## src/rtl/irq_ctrl_if.sv

```systemverilog
// Signal bundle between the interrupt controller (slave) and the CPU/peripheral side (master).
// irq_take is a single-cycle strobe and has no back-pressure: the take only happens
// when cpu_ready was high at the granting edge, so the CPU must honour irq_take
// in the cycle it is seen. reti is sampled only while the handler is in service.
interface irq_ctrl_if #(
  parameter int N_IRQ = 2,
  parameter int AW    = 10
);
  logic [N_IRQ-1:0] irq;
  logic             ei;
  logic             di;
  logic             mask_we;
  logic [N_IRQ-1:0] mask_d;
  logic             cpu_ready;
  logic             reti;
  logic             irq_take;
  logic [AW-1:0]    irq_vec;
  logic [2:0]       irq_id;
  logic             in_service;
  logic [N_IRQ-1:0] pending;
  logic [N_IRQ-1:0] mask;
  logic             gie;
  logic [1:0]       state_dbg;

  modport master (
    output irq, ei, di, mask_we, mask_d, cpu_ready, reti,
    input  irq_take, irq_vec, irq_id, in_service, pending, mask, gie, state_dbg
  );

  modport slave (
    input  irq, ei, di, mask_we, mask_d, cpu_ready, reti,
    output irq_take, irq_vec, irq_id, in_service, pending, mask, gie, state_dbg
  );
endinterface

```

## src/rtl/irq_ctrl.sv

```systemverilog
// Edge-triggered, fixed-priority, non-nesting interrupt controller with per-source
// mask, global enable and vector generation; state is visible on state_dbg.
module irq_ctrl #(
  parameter int              N_IRQ      = 2,
  parameter int              AW         = 10,
  parameter logic [AW-1:0]   VEC_BASE   = 10'h3F0,
  parameter int              VEC_STRIDE = 2
) (
  input  logic        clk,
  input  logic        reset,
  irq_ctrl_if.slave   bus
);

  typedef enum logic [1:0] {
    S_IDLE    = 2'd0,
    S_TAKE    = 2'd1,
    S_SERVICE = 2'd2
  } state_e;

  state_e           state_q, state_d;
  logic [N_IRQ-1:0] irq_q;
  logic [N_IRQ-1:0] pend_q, pend_d;
  logic [N_IRQ-1:0] msk_q, msk_d;
  logic             gie_q, gie_d;
  logic [2:0]       id_q, id_d;
  logic [AW-1:0]    vec_q, vec_d;

  logic [N_IRQ-1:0] edge_det;
  logic [N_IRQ-1:0] req;
  logic [N_IRQ-1:0] clr;
  logic [2:0]       sel_id;
  logic [AW-1:0]    vec_off;
  logic             grant;

  assign edge_det = bus.irq & ~irq_q;
  assign req      = pend_q & msk_q;

  // Lowest index wins: scan downward so the last hit is the smallest set bit.
  always_comb begin
    sel_id = '0;
    for (int i = N_IRQ - 1; i >= 0; i--) begin
      if (req[i]) sel_id = 3'(i);
    end
  end

  assign vec_off = AW'(32'(sel_id) * 32'(VEC_STRIDE));

  always_comb begin
    state_d = state_q;
    grant   = 1'b0;
    case (state_q)
      S_IDLE: begin
        if ((|req) && gie_q && bus.cpu_ready) begin
          grant   = 1'b1;
          state_d = S_TAKE;
        end
      end
      S_TAKE:    state_d = S_SERVICE;
      S_SERVICE: if (bus.reti) state_d = S_IDLE;
      default:   state_d = S_IDLE;
    endcase
  end

  always_comb begin
    clr   = '0;
    id_d  = id_q;
    vec_d = vec_q;
    if (grant) begin
      for (int i = 0; i < N_IRQ; i++) begin
        clr[i] = (sel_id == 3'(i));
      end
      id_d  = sel_id;
      vec_d = VEC_BASE + vec_off;
    end
    // A fresh edge on the source being cleared must survive, so set is applied last.
    pend_d = (pend_q & ~clr) | edge_det;
    msk_d  = bus.mask_we ? bus.mask_d : msk_q;
    if (bus.di)      gie_d = 1'b0;
    else if (bus.ei) gie_d = 1'b1;
    else             gie_d = gie_q;
  end

  always_ff @(posedge clk or posedge reset) begin
    if (reset) begin
      state_q <= S_IDLE;
      irq_q   <= '0;
      pend_q  <= '0;
      msk_q   <= '0;
      gie_q   <= 1'b0;
      id_q    <= '0;
      vec_q   <= VEC_BASE;
    end else begin
      state_q <= state_d;
      irq_q   <= bus.irq;
      pend_q  <= pend_d;
      msk_q   <= msk_d;
      gie_q   <= gie_d;
      id_q    <= id_d;
      vec_q   <= vec_d;
    end
  end

  assign bus.irq_take   = (state_q == S_TAKE);
  assign bus.in_service = (state_q != S_IDLE);
  assign bus.irq_id     = id_q;
  assign bus.irq_vec    = vec_q;
  assign bus.pending    = pend_q;
  assign bus.mask       = msk_q;
  assign bus.gie        = gie_q;
  assign bus.state_dbg  = state_q;

endmodule
```

## src/flat_wrapper.sv

```systemverilog
// flat-port wrapper written by rule: the top's interface ports become plain ports
module irq_ctrl_flat 
#(
  parameter int              N_IRQ      = 2,
  parameter int              AW         = 10,
  parameter logic [AW-1:0]   VEC_BASE   = 10'h3F0,
  parameter int              VEC_STRIDE = 2
)
  (clk, reset, bus_irq, bus_ei, bus_di, bus_mask_we, bus_mask_d, bus_cpu_ready, bus_reti, bus_irq_take, bus_irq_vec, bus_irq_id, bus_in_service, bus_pending, bus_mask, bus_gie, bus_state_dbg);
  irq_ctrl_if #(.N_IRQ(N_IRQ), .AW(AW)) bus_i ();
  input  logic clk;
  input  logic reset;
  input wire logic [$bits(bus_i.irq)-1:0] bus_irq;
  input wire logic [$bits(bus_i.ei)-1:0] bus_ei;
  input wire logic [$bits(bus_i.di)-1:0] bus_di;
  input wire logic [$bits(bus_i.mask_we)-1:0] bus_mask_we;
  input wire logic [$bits(bus_i.mask_d)-1:0] bus_mask_d;
  input wire logic [$bits(bus_i.cpu_ready)-1:0] bus_cpu_ready;
  input wire logic [$bits(bus_i.reti)-1:0] bus_reti;
  output wire logic [$bits(bus_i.irq_take)-1:0] bus_irq_take;
  output wire logic [$bits(bus_i.irq_vec)-1:0] bus_irq_vec;
  output wire logic [$bits(bus_i.irq_id)-1:0] bus_irq_id;
  output wire logic [$bits(bus_i.in_service)-1:0] bus_in_service;
  output wire logic [$bits(bus_i.pending)-1:0] bus_pending;
  output wire logic [$bits(bus_i.mask)-1:0] bus_mask;
  output wire logic [$bits(bus_i.gie)-1:0] bus_gie;
  output wire logic [$bits(bus_i.state_dbg)-1:0] bus_state_dbg;
  assign bus_i.irq = bus_irq;
  assign bus_i.ei = bus_ei;
  assign bus_i.di = bus_di;
  assign bus_i.mask_we = bus_mask_we;
  assign bus_i.mask_d = bus_mask_d;
  assign bus_i.cpu_ready = bus_cpu_ready;
  assign bus_i.reti = bus_reti;
  assign bus_irq_take = bus_i.irq_take;
  assign bus_irq_vec = bus_i.irq_vec;
  assign bus_irq_id = bus_i.irq_id;
  assign bus_in_service = bus_i.in_service;
  assign bus_pending = bus_i.pending;
  assign bus_mask = bus_i.mask;
  assign bus_gie = bus_i.gie;
  assign bus_state_dbg = bus_i.state_dbg;
  irq_ctrl #(.N_IRQ(N_IRQ), .AW(AW), .VEC_BASE(VEC_BASE), .VEC_STRIDE(VEC_STRIDE)) u_core (.clk(clk), .reset(reset), .bus(bus_i));
endmodule
```

## config.mk

```make
export PLATFORM = sky130hd
export DESIGN_NAME = irq_ctrl_flat
export DESIGN_NICKNAME = d
export VERILOG_FILES = /design/src/rtl/irq_ctrl_if.sv /design/src/rtl/irq_ctrl.sv /design/src/flat_wrapper.sv
export SDC_FILE = /design/constraint.sdc
export NUM_CORES = 1
export LEC_CHECK = 0
export CAP_MARGIN = 20
export CORE_MARGIN = 2
export CORE_UTILIZATION = 33
export CTS_CLUSTER_DIAMETER = 40
export DETAILED_ROUTE_END_ITERATION = 6
export GPL_TIMING_DRIVEN = 1
export HOLD_SLACK_MARGIN = 0.12
export PLACE_DENSITY = 0.82
export REMOVE_ABC_BUFFERS = 1
export SETUP_SLACK_MARGIN = 0.4
export SYNTH_ARGS = -nofsm -noshare
export SYNTH_HDL_FRONTEND = slang
export SYNTH_SLANG_ARGS = --single-unit
```

## constraint.sdc

```tcl
create_clock -name clk -period 1.3 [get_ports clk]
set_input_delay 0.13 -clock clk [delete_from_list [all_inputs] [get_ports clk]]
set_output_delay 0.13 -clock clk [all_outputs]
set_load 0.01 [all_outputs]
```

==> flow_metrics.tcl <==
set metrics [dict create \
    fp.dieH_um 42.3 \
    clockBufferDepth 2 \
    rr_worst_depth 4 \
    critPathSlowestCell "dfrtp_1" \
    crit_type "reg2reg" \
    power_mw 0.920 \
    dr.pass1.iters 2 \
    r2r_start "u_core.bus.state_dbg[0]$_DFFE_PP0P_" \
    clock-sinks 10 \
    cts_root_buffer "clkbuf_4" \
    startpoint "u_core.bus.state_dbg[0]$_DFFE_PP0P_" \
    required_ns 1.47 \
    grt_usage_pct 11.9 \
    clk_pin_slew_worst_paths_ns 0.07 \
    drt_iter0_drc 2 \
    hold_buffers 0 \
    yosysSeqAreaShare_pct 51.8 \
    drive_above_1_share_pct 38.4 \
    critPathCaptureType "flop" \
    start_util_pct 36.2 \
    num-nets-final 85 \
    critPathArrivalTime_ns 1.41 \
    grt_max_degree 11 \
    ys_ff_latch 10 \
    ios 33 \
    fmax_mhz 802 \
    peakVddDrop_v 0.000805 \
    outcome "finished, final reports clean" \
    cts_tree "built" \
    dp_hpwl_um 657 \
    ant_nets 0 \
    avgSynthCellArea_um2 10.7 \
    grt_pass1_wl_um 1550 \
    io_buffers 21 \
    p_leak_nw 0.368 \
    yosysWarnings 0 \
    die_w_um 42.3 \
    drv_slew 0 \
    synth_top_area_cell "dfrtp_1" \
    crit_end "u_core.bus.pending[0]$_DFF_PP0_" \
    finalClockSkew_ns 0.00550 \
    clkLatencyLatePin_ns 0.27 \
    cp_cell_sequence "buf_4, and4bb_2, nand2_1, a22o_1" \
    max_stage_delay_ns 0.40 \
    dr_total_vias 370 \
    area_delta_synth_final_pct 48.2 \
    reg2reg_slack_ns 0.05 \
    cts.htree.levels 1 \
    rsz0062_at_grt "yes" \
    coreArea_um2 1330 \
    setup_tns_ns 0 \
    antenna_found_initial 0 \
    die_area_um2 1790 \
    syn_area_um2 483 \
    worstSetupStartpointType "flop" \
    drt-total-wl_um 948 \
    post-route-period-util_pct 95.9 \
    fin_crit_ns 1.25 \
    powerDensity_nw_per_um2 1290 \
    numCtsBuffers 3 \
    n_antenna_cell 0 \
    yosysTopAreaCellShare_pct 51.8 \
    synth_cell_types 15 \
    yosys-top-cells-area "dfrtp_1, buf_4, mux2_2" \
    timing.rr.end "u_core.bus.pending[0]$_DFF_PP0_" \
    gr-total-overflow 0 \
    min_path_type "in2async" \
    via_per_inst 4.20 \
    setup_violations 0 \
    drc_errors 0 \
    syn_inst 45 \
    cp_max_fo 5 \
    cap_violations 0 \
    grt_pass1_vias 375 \
    place_congestion 0.752 \
    hold_viol 0 \
    wl_per_cell_um 10.8 \
    rows 13 \
]
## cells in the final DEF, fill, tap and decap left out
cell	instances
conb_1	11
buf_2	8
buf_6	4
clkdlybuf4s50_1	10
nand3_2	1
clkbuf_4	3
buf_4	4
nor2_1	2
clkbuf_8	1
inv_1	3
a21boi_2	1
mux2_2	2
a22o_1	2
dfrtp_1	10
or2_4	2
and2b_1	1
and4bb_2	1
a31oi_1	2
nor3b_1	1
clkbuf_2	1
nand2_1	3
## power by group
part	switching, mW	leakage (nW)	internal [mW]
Sequential	0.0283	0.118	0.350
Combinational	0.116	0.230	0.142
Clock	0.114	0.0210	0.170
## critical path, delay by kind of cell (launching register included)
kind,cells,cell delay [ns]
flops,1,0.40
buf+inv,1,0.15
compound gates,1,0.17
simple gates,2,0.42
## synth_stat cells
library cell / instances
nand3_1: 1
nand2_1: 3
inv_1: 3
and4bb_1: 1
a31oi_1: 2
a22o_1: 2
nor2_1: 2
mux2_2: 2
dfrtp_1: 10
conb_1: 2
buf_4: 12
and2b_1: 1
a21boi_0: 1
or2_2: 2
nor3b_1: 1
## per-layer routing
layer	wire, um	part of all wire, %	vias up	global-route usage [%]
met2	448	47	25	20.9
met3	102	11	3	2.16
li1	-	-	179	-
met1	373	39	163	12.1
met4	24	2.5	0	9.38
met5	0	0	-	0
## per-stage QoR
| stage | hold WS (ns) | worst slack, ns | area, um2 | instances | utilization [%] |
|---|---|---|---|---|---|
| after floorplan | -0.0298 | 0.174 | 427 | 42 | - |
| after global placement | 0.424 | 0.0272 | 656 | 78 | 49.2 |
| after detailed placement | 0.425 | 0.00105 | 656 | 78 | 49.2 |
| after CTS | 0.142 | 0.0672 | 684 | 87 | 51.3 |
| after global routing | 0.177 | 0.0171 | 716 | 88 | 53.7 |
| final | 0.126 | 0.0535 | 716 | 88 | 53.7 |
## worst min-delay path by stage
| stage | end | cells past startpoint | start |
|---|---|---|---|
| after floorplan | u_core.bus.gie$_DFFE_PP0P_ | 1 | reset |
| after global placement | u_core.bus.pending[1]$_DFF_PP0_ | 2 | reset |
| after detailed placement | u_core.irq_q[1]$_DFF_PP0_ | 2 | reset |
| after CTS | u_core.irq_q[1]$_DFF_PP0_ | 2 | reset |
| after global routing | u_core.irq_q[1]$_DFF_PP0_ | 2 | reset |
| final | u_core.irq_q[1]$_DFF_PP0_ | 2 | reset |
## area by class of cell
cell class | instances | area (um2)
clock buffer | 4 | 36.3
fill | 130 | 618
inverter | 3 | 11.3
multi-input combinational | 29 | 179
sequential | 10 | 250
tap | 15 | 18.8
timing repair buffer | 27 | 220
## cell families after synthesis
family | count (synthesis) | synth area share [%]
muxes | 2 | 4.66
DFF | 10 | 51.8
buffers and inverters | 15 | 21.0
other | 2 | 1.55
AOI/OAI and AO/OA | 5 | 7.77
and+or+nand+nor | 11 | 13.2
## sequential cells by signal, summed over array words and instances (netlist names)
| signal | cells |
|---|---|
| u_core.bus.irq_vec | 1 |
| u_core.irq_q | 2 |
| u_core.bus.gie | 1 |
| u_core.bus.mask | 2 |
| u_core.bus.state_dbg | 2 |
| u_core.bus.pending | 2 |
## timing repair
action,CTS,global route
pin swaps,1,3
setup buffers,5,1
gates resized for setup,45,8
endpoints found under the setup margin,16,18
(Power assumes the default switching activity.)
